## config.mk

```make
export PLATFORM = sky130hd
export DESIGN_NAME = ysyx_ifu_l1i
export DESIGN_NICKNAME = d
export VERILOG_FILES = /design/src/rtl/ysyx_pkg.sv /design/src/rtl/ysyx_l1i_array.sv /design/src/rtl/ysyx_ifu_l1i.sv
export SDC_FILE = /design/constraint.sdc
export NUM_CORES = 1
export LEC_CHECK = 0
export ABC_AREA = 1
export BUFFER_PORTS_ARGS = -buffer_cell sky130_fd_sc_hd__clkbuf_2
export CELL_PAD_IN_SITES_DETAIL_PLACEMENT = 1
export CELL_PAD_IN_SITES_GLOBAL_PLACEMENT = 2
export CORE_MARGIN = 2
export CORE_UTILIZATION = 35
export DETAILED_ROUTE_END_ITERATION = 10
export GPL_TIMING_DRIVEN = 0
export PLACE_DENSITY = 0.82
export SLEW_MARGIN = 30
export SYNTH_ARGS = -nofsm -noshare
export SYNTH_HDL_FRONTEND = slang
export SYNTH_SLANG_ARGS = --single-unit
```

## constraint.sdc

```tcl
create_clock -name clk -period 2.9 [get_ports clk]
set_input_delay 0.145 -clock clk [delete_from_list [all_inputs] [get_ports clk]]
set_output_delay 0.145 -clock clk [all_outputs]
set_load 0.05 [all_outputs]
```

## src/rtl/ysyx_pkg.sv

```systemverilog
// Shared FSM encoding and default geometry for the IFU L1 instruction cache.
// Pure declarations; no logic, no latency, no flow control.
package ysyx_pkg;

  localparam int ADDR_W_DEF   = 32;
  localparam int DATA_W_DEF   = 32;
  localparam int SET_LEN_DEF  = 3;
  localparam int LINE_LEN_DEF = 2;

  typedef enum logic [1:0] {
    IDLE   = 2'd0,
    AR     = 2'd1,
    REFILL = 2'd2,
    RESP   = 2'd3
  } l1i_state_e;

endpackage

```

## src/rtl/ysyx_l1i_array.sv

```systemverilog
// Tag/data/valid storage: combinational read port, registered write port, flash-clear of valid.
// Writes land on the next clk edge; flush wins over a same-cycle valid write; no backpressure.
module ysyx_l1i_array
  import ysyx_pkg::*;
#(
  parameter int DATA_W   = DATA_W_DEF,
  parameter int TAG_W    = ADDR_W_DEF - SET_LEN_DEF - LINE_LEN_DEF - 2,
  parameter int SET_LEN  = SET_LEN_DEF,
  parameter int LINE_LEN = LINE_LEN_DEF
) (
  input  logic                clk,
  input  logic                rst_n,
  input  logic                flush,
  input  logic [SET_LEN-1:0]  rd_index,
  input  logic [LINE_LEN-1:0] rd_offset,
  output logic                rd_valid,
  output logic [TAG_W-1:0]    rd_tag,
  output logic [DATA_W-1:0]   rd_data,
  input  logic                wr_en,
  input  logic [SET_LEN-1:0]  wr_index,
  input  logic [LINE_LEN-1:0] wr_offset,
  input  logic [DATA_W-1:0]   wr_data,
  input  logic                tag_we,
  input  logic [TAG_W-1:0]    wr_tag,
  input  logic                wr_valid
);

  localparam int SETS  = 1 << SET_LEN;
  localparam int WORDS = 1 << LINE_LEN;

  logic [DATA_W-1:0] data_q [SETS][WORDS];
  logic [TAG_W-1:0]  tag_q  [SETS];
  logic [SETS-1:0]   valid_q;

  // Payload arrays carry no reset; only the valid bits gate their use.
  always_ff @(posedge clk) begin
    if (wr_en) begin
      data_q[wr_index][wr_offset] <= wr_data;
    end
    if (tag_we) begin
      tag_q[wr_index] <= wr_tag;
    end
  end

  always_ff @(posedge clk or negedge rst_n) begin
    if (!rst_n) begin
      valid_q <= '0;
    end else if (flush) begin
      valid_q <= '0;
    end else if (tag_we) begin
      valid_q[wr_index] <= wr_valid;
    end
  end

  assign rd_valid = valid_q[rd_index];
  assign rd_tag   = tag_q[rd_index];
  assign rd_data  = data_q[rd_index][rd_offset];

endmodule

```

## src/rtl/ysyx_ifu_l1i.sv

```systemverilog
// Direct-mapped L1 I-cache: hits return one cycle after acceptance, misses after a line burst refill.
// valid_o holds with stable inst_o/pc_o until next_ready; requests are refused while fence_i is high.
module ysyx_ifu_l1i
  import ysyx_pkg::*;
#(
  parameter int ADDR_W   = ADDR_W_DEF,
  parameter int DATA_W   = DATA_W_DEF,
  parameter int SET_LEN  = SET_LEN_DEF,
  parameter int LINE_LEN = LINE_LEN_DEF
) (
  input  logic              clk,
  input  logic              rst_n,
  input  logic              req_valid,
  output logic              req_ready,
  input  logic [ADDR_W-1:0] req_pc,
  input  logic              fence_i,
  output logic              valid_o,
  input  logic              next_ready,
  output logic [DATA_W-1:0] inst_o,
  output logic [ADDR_W-1:0] pc_o,
  output logic [ADDR_W-1:0] araddr_o,
  output logic              arvalid_o,
  output logic [7:0]        arlen_o,
  input  logic              arready,
  input  logic [DATA_W-1:0] rdata,
  input  logic              rvalid,
  input  logic              rlast,
  output logic [31:0]       hit_cnt_o,
  output logic [31:0]       miss_cnt_o
);

  localparam int IDX_LO = LINE_LEN + 2;
  localparam int TAG_LO = SET_LEN + LINE_LEN + 2;
  localparam int TAG_W  = ADDR_W - TAG_LO;
  localparam logic [7:0] ARLEN = 8'((1 << LINE_LEN) - 1);

  l1i_state_e state_q, state_d;

  logic [LINE_LEN-1:0] req_off;
  logic [SET_LEN-1:0]  req_idx;
  logic [TAG_W-1:0]    req_tag;
  logic                unused_pc_lsb;

  logic                rd_valid;
  logic [TAG_W-1:0]    rd_tag;
  logic [DATA_W-1:0]   rd_data;

  logic                hit, accept, beat_fire, last_fire;
  logic [ADDR_W-1:0]   line_addr;
  logic [LINE_LEN-1:0] offset_q, beat_cnt;
  logic [SET_LEN-1:0]  index_q;
  logic [TAG_W-1:0]    tag_q;
  logic                fence_seen;

  assign req_off       = req_pc[IDX_LO-1:2];
  assign req_idx       = req_pc[TAG_LO-1:IDX_LO];
  assign req_tag       = req_pc[ADDR_W-1:TAG_LO];
  assign unused_pc_lsb = ^req_pc[1:0];

  assign hit       = rd_valid && (rd_tag == req_tag);
  assign accept    = req_valid && req_ready;
  assign beat_fire = (state_q == REFILL) && rvalid;
  assign last_fire = beat_fire && rlast;

  ysyx_l1i_array #(
    .DATA_W   (DATA_W),
    .TAG_W    (TAG_W),
    .SET_LEN  (SET_LEN),
    .LINE_LEN (LINE_LEN)
  ) u_array (
    .clk       (clk),
    .rst_n     (rst_n),
    .flush     (fence_i),
    .rd_index  (req_idx),
    .rd_offset (req_off),
    .rd_valid  (rd_valid),
    .rd_tag    (rd_tag),
    .rd_data   (rd_data),
    .wr_en     (beat_fire),
    .wr_index  (index_q),
    .wr_offset (beat_cnt),
    .wr_data   (rdata),
    .tag_we    (last_fire),
    .wr_tag    (tag_q),
    .wr_valid  (!(fence_seen || fence_i))
  );

  always_ff @(posedge clk or negedge rst_n) begin
    if (!rst_n) begin
      state_q <= IDLE;
    end else begin
      state_q <= state_d;
    end
  end

  always_comb begin
    state_d = state_q;
    case (state_q)
      IDLE: begin
        if (accept) state_d = hit ? RESP : AR;
      end
      AR: begin
        if (arready) state_d = REFILL;
      end
      REFILL: begin
        if (last_fire) state_d = RESP;
      end
      RESP: begin
        if (next_ready) begin
          if (accept) state_d = hit ? RESP : AR;
          else        state_d = IDLE;
        end
      end
      default: state_d = IDLE;
    endcase
  end

  always_comb begin
    req_ready = 1'b0;
    valid_o   = 1'b0;
    arvalid_o = 1'b0;
    case (state_q)
      IDLE: req_ready = !fence_i;
      AR:   arvalid_o = 1'b1;
      RESP: begin
        valid_o   = 1'b1;
        req_ready = next_ready && !fence_i;
      end
      default: ;
    endcase
  end

  assign araddr_o = line_addr;
  assign arlen_o  = ARLEN;

  always_ff @(posedge clk or negedge rst_n) begin
    if (!rst_n) begin
      inst_o     <= '0;
      pc_o       <= '0;
      line_addr  <= '0;
      offset_q   <= '0;
      index_q    <= '0;
      tag_q      <= '0;
      beat_cnt   <= '0;
      fence_seen <= 1'b0;
      hit_cnt_o  <= '0;
      miss_cnt_o <= '0;
    end else begin
      if (accept) begin
        pc_o       <= req_pc;
        fence_seen <= 1'b0;
        if (hit) begin
          inst_o    <= rd_data;
          hit_cnt_o <= hit_cnt_o + 32'd1;
        end else begin
          line_addr  <= {req_pc[ADDR_W-1:IDX_LO], {IDX_LO{1'b0}}};
          offset_q   <= req_off;
          index_q    <= req_idx;
          tag_q      <= req_tag;
          miss_cnt_o <= miss_cnt_o + 32'd1;
        end
      end else if (fence_i && (state_q == AR || state_q == REFILL)) begin
        // The line being fetched may predate the fence, so it must not be marked valid.
        fence_seen <= 1'b1;
      end
      if (beat_fire) begin
        beat_cnt <= rlast ? '0 : beat_cnt + LINE_LEN'(1);
        if (beat_cnt == offset_q) inst_o <= rdata;
      end
    end
  end

endmodule

```

==> run summary <==
Total of max-cap violations = 0
TritonRoute pass-1 iters = 5
Post-synthesis sequential area ratio = 0.707
Uppermost layer routed = met5
Placement Cell Area = 64000 sq um
Hold EP = u_array.data_q[1][10]$_DFFE_PP_
Global-route wire length before repair = 316000 um
Buffers plus inverters on the worst setup path = 8
TNS Setup = -0.207 ns
Cell count after synthesis = 5090
Cell breakdown of the critical path = buf_4, inv_4, buf_6, buf_6, buf_6, buf_2, clkbuf_1, nor2_1, o22ai_1, o21ai_0, nand2_1, nand3_1, nand2_1, nand4_1, nand3_1, nand2_1, inv_1
Setup crit start kind = input port
Final setup fails = 5
Largest net degree at the start of global routing = 57
RSZ-0062 raised after global routing = true
Synth Warn # = 0
Slew Viols, Final = 0
Most frequent cells in the layout = 1224 x edfxtp_1, 800 x nand2_1, 758 x nor2_1
Worst hold path type = in -> reg
DRC Markers = 0
# fillers = 17740
Clock Tree Buf Depth = 3
Multi-input combinational cell area = 15000 sq um
Nets = 5719
TritonCTS buffer count = 153
Post-route non-filler standard cell count = 7956
Placed cells = 7578
Lkg Pwr = 25.7 nW
Layout cells sized above 1 = 0.148
GRT overflow = 0
Hold path depth = 1
Largest cells by area after synthesis = edfxtp_1 63%, dfrtp_1 7.4%, nand2_1 5.2%
Setup CP Type = in -> reg
Met2 WL = 102000 um
Overall Power = 52.2 mW
Clock latency on the worst-skew pair = 0.81 ns
Final Skew = 0.0368 ns
Syn Area/Cell = 11.4 sq um
Period minus WS final = 2.99 ns
Max-slew headroom = 0.281
Worst reg2reg setup slack = 0.05 ns
Final Util = 0.426
Max FO, Critical Path = 10
Worst Path Required = 3.66 ns
Core box area = 165000 sq um
Final-report hold violation count = 0
I/O pin count = 243
HPWL after DPL = 152000 um
Post-Route WL = 222000 um
Clock slew at reported path FFs = 0.07 ns
Met3 routed WL = 21000 um
WL/cell = 27.9 um
R2R cell count = 11
Fin crit share = 1.03
Crit path max-delay family = buffers and inverters
Area delta synth->final = 20.8%
Distinct cells, synth = 35
Rows = 149
DR vias = 44417
Final worst slack = -0.0872 ns
Clock sinks = 1395
Commonest non-fill, non-tap cell in the layout = edfxtp_1
Slowest stage cell, crit path = clkbuf_1
Initial antenna violation count = 18
Wl on met1 = 88900 um
Die width = 411 um
CTS tree = built
Die Area = 169000 sq um
PD cells = 745 nW/um^2
Vias per cell = 5.58
Cell accounting for the most synthesized area = edfxtp_1
Finished Cell Area = 70200 sq um
Routability congestion estimate = 0.961
Failing checks = setup timing
CTS root buffer = clkbuf_16
GR Util All Layers = 0.258
Arr. time, crit path = 3.75 ns
Reg-to-Reg Start = state_q[0]$_DFFE_PN0P_
Hold Crit Start = rdata[10]
Syn Std Cell Area = 58100 sq um
R2r endpoint = inst_o[18]$_DFF_PN0_
CP peak stage delay = 0.65 ns
Synthesized flop and latch total = 1395
PortBufs = 226
Register area = 41000 sq um
CTS H-tree lvls = 4
Iter 0 DRT Violations = 5760
Yosys top cell area share = 0.633
Starting Density = 0.352
Chip Height = 411 um
Vias in the first global route = 44851
Crit end category = flop
Peak supply drop = 854 uV
Highest clock rate = 335 MHz
Remaining antenna violation count = 0
Worst slew pin tran = 1.08 ns
Outcome = complete, but fails checks
registers in the layout, summed over array words and instances, names as in the netlist:
signal           cells
index_q              2
beat_cnt             2
pc_o                32
araddr_o             1
tag_q               25
fence_seen           1
u_array.data_q    1024
state_q              2
miss_cnt_o          32
u_array.valid_q      8
offset_q             2
hit_cnt_o           32
inst_o              32
u_array.tag_q      200
power breakdown:
| group | leakage (nW) | internal (mW) | switching (mW) |
|---|---|---|---|
| Combinational | 10.1 | 1.82 | 6.57 |
| Clock | 2.44 | 11.2 | 8.36 |
| Sequential | 13.2 | 23.2 | 1.19 |
worst register-to-register path, stage by stage, from the launching register on:
cell	delay, ns
dfrtp_1	0.42
inv_1	0.12
ha_1	0.22
nand2_1	0.11
inv_1	0.27
o21ai_0	0.15
a21oi_1	0.18
nand2_2	0.27
clkbuf_1	0.42
or2_2	0.41
nand2_1	0.10
inv_1	0.06
routing by layer:
| layer | GRT usage | up-vias |
|---|---|---|
| li1 | - | 19053 |
| met1 | 0.342 | 22587 |
| met2 | 0.408 | 2315 |
| met3 | 0.0534 | 454 |
| met4 | 0.115 | 8 |
| met5 | 0 | - |
cell type report:
class,count,share of cell area
Sequential cell,1395,0.585
Multi-Input combinational cell,3135,0.214
Clock buffer,204,0.0605
Timing Repair Buffer,382,0.0548
Tap cell,2189,0.0390
Buffer,322,0.0232
Inverter,248,0.0133
Clock inverter,79,0.0106
Antenna cell,2,0.0000713
kinds of logic (layout without fill, tap and decap cells):
kind of cell	Yosys count	in the layout	synth area share
buf+inv	570	1235	0.0421
simple gates	2061	2061	0.146
other cells	2	14	0.000129
compound gates	989	989	0.0936
fa+ha+maj	10	10	0.00215
xor+xnor	63	63	0.00950
flops	1395	1395	0.707
how the worst max path moves through the flow:
stage	from	to	slack, ns	depth (start not counted)
6_report	req_pc[4]	inst_o[20]$_DFF_PN0_	-0.09	17
5_1_grt	state_q[0]$_DFFE_PN0P_	inst_o[18]$_DFF_PN0_	-0.03	11
4_1_cts	req_pc[4]	inst_o[12]$_DFF_PN0_	0.003	16
3_5_place_dp	req_pc[6]	inst_o[10]$_DFF_PN0_	-1.47	14
3_3_place_gp	rst_n	inst_o[10]$_DFF_PN0_	-2.14	1
2_1_floorplan	araddr_o[6]$_DFFE_PN0P_	u_array.data_q[7][0]$_DFFE_PP_	-0.03	4
metrics by stage:
stage / setup slack [ns] / hold WS, ns
6_report: -0.0872 / 0.0305
5_1_grt: -0.0252 / 0.0336
4_1_cts: 0.00285 / 0.0149
3_5_place_dp: -1.47 / 0.0400
3_3_place_gp: -2.14 / 0.351
2_1_floorplan: -0.0298 / -0.151
cell usage after synthesis:
master,count
nand2_1,808
o221ai_1,19
nor3_1,40
clkbuf_1,168
edfxtp_1,1224
nand3_1,288
ha_1,10
buf_6,12
buf_4,25
inv_1,242
nand4_1,69
o22ai_1,145
a21oi_1,19
nand3b_1,1
buf_1,22
dfrtp_1,171
and2_1,1
or2_2,32
nor2_2,5
nor2_4,2
o211ai_1,93
inv_4,1
xnor2_1,21
buf_2,95
nand3_2,1
xor2_1,42
clkinv_1,3
o21ai_0,598
o21ai_1,114
nor2_1,799
nor4_1,13
nand2_2,2
inv_2,2
conb_1,2
a211o_1,1
repair_timing:
action | 4_1_cts | 5_1_grt
endpoints found under the hold margin | 194 | 0
pin swaps | 17 | 1
resized for setup | 34 | 84
setup buffers | 54 | 0
hold buffers | 39 | 0
setup endpoints to repair | 400 | 257
Note: power is estimated with default switching activity, not from simulation.
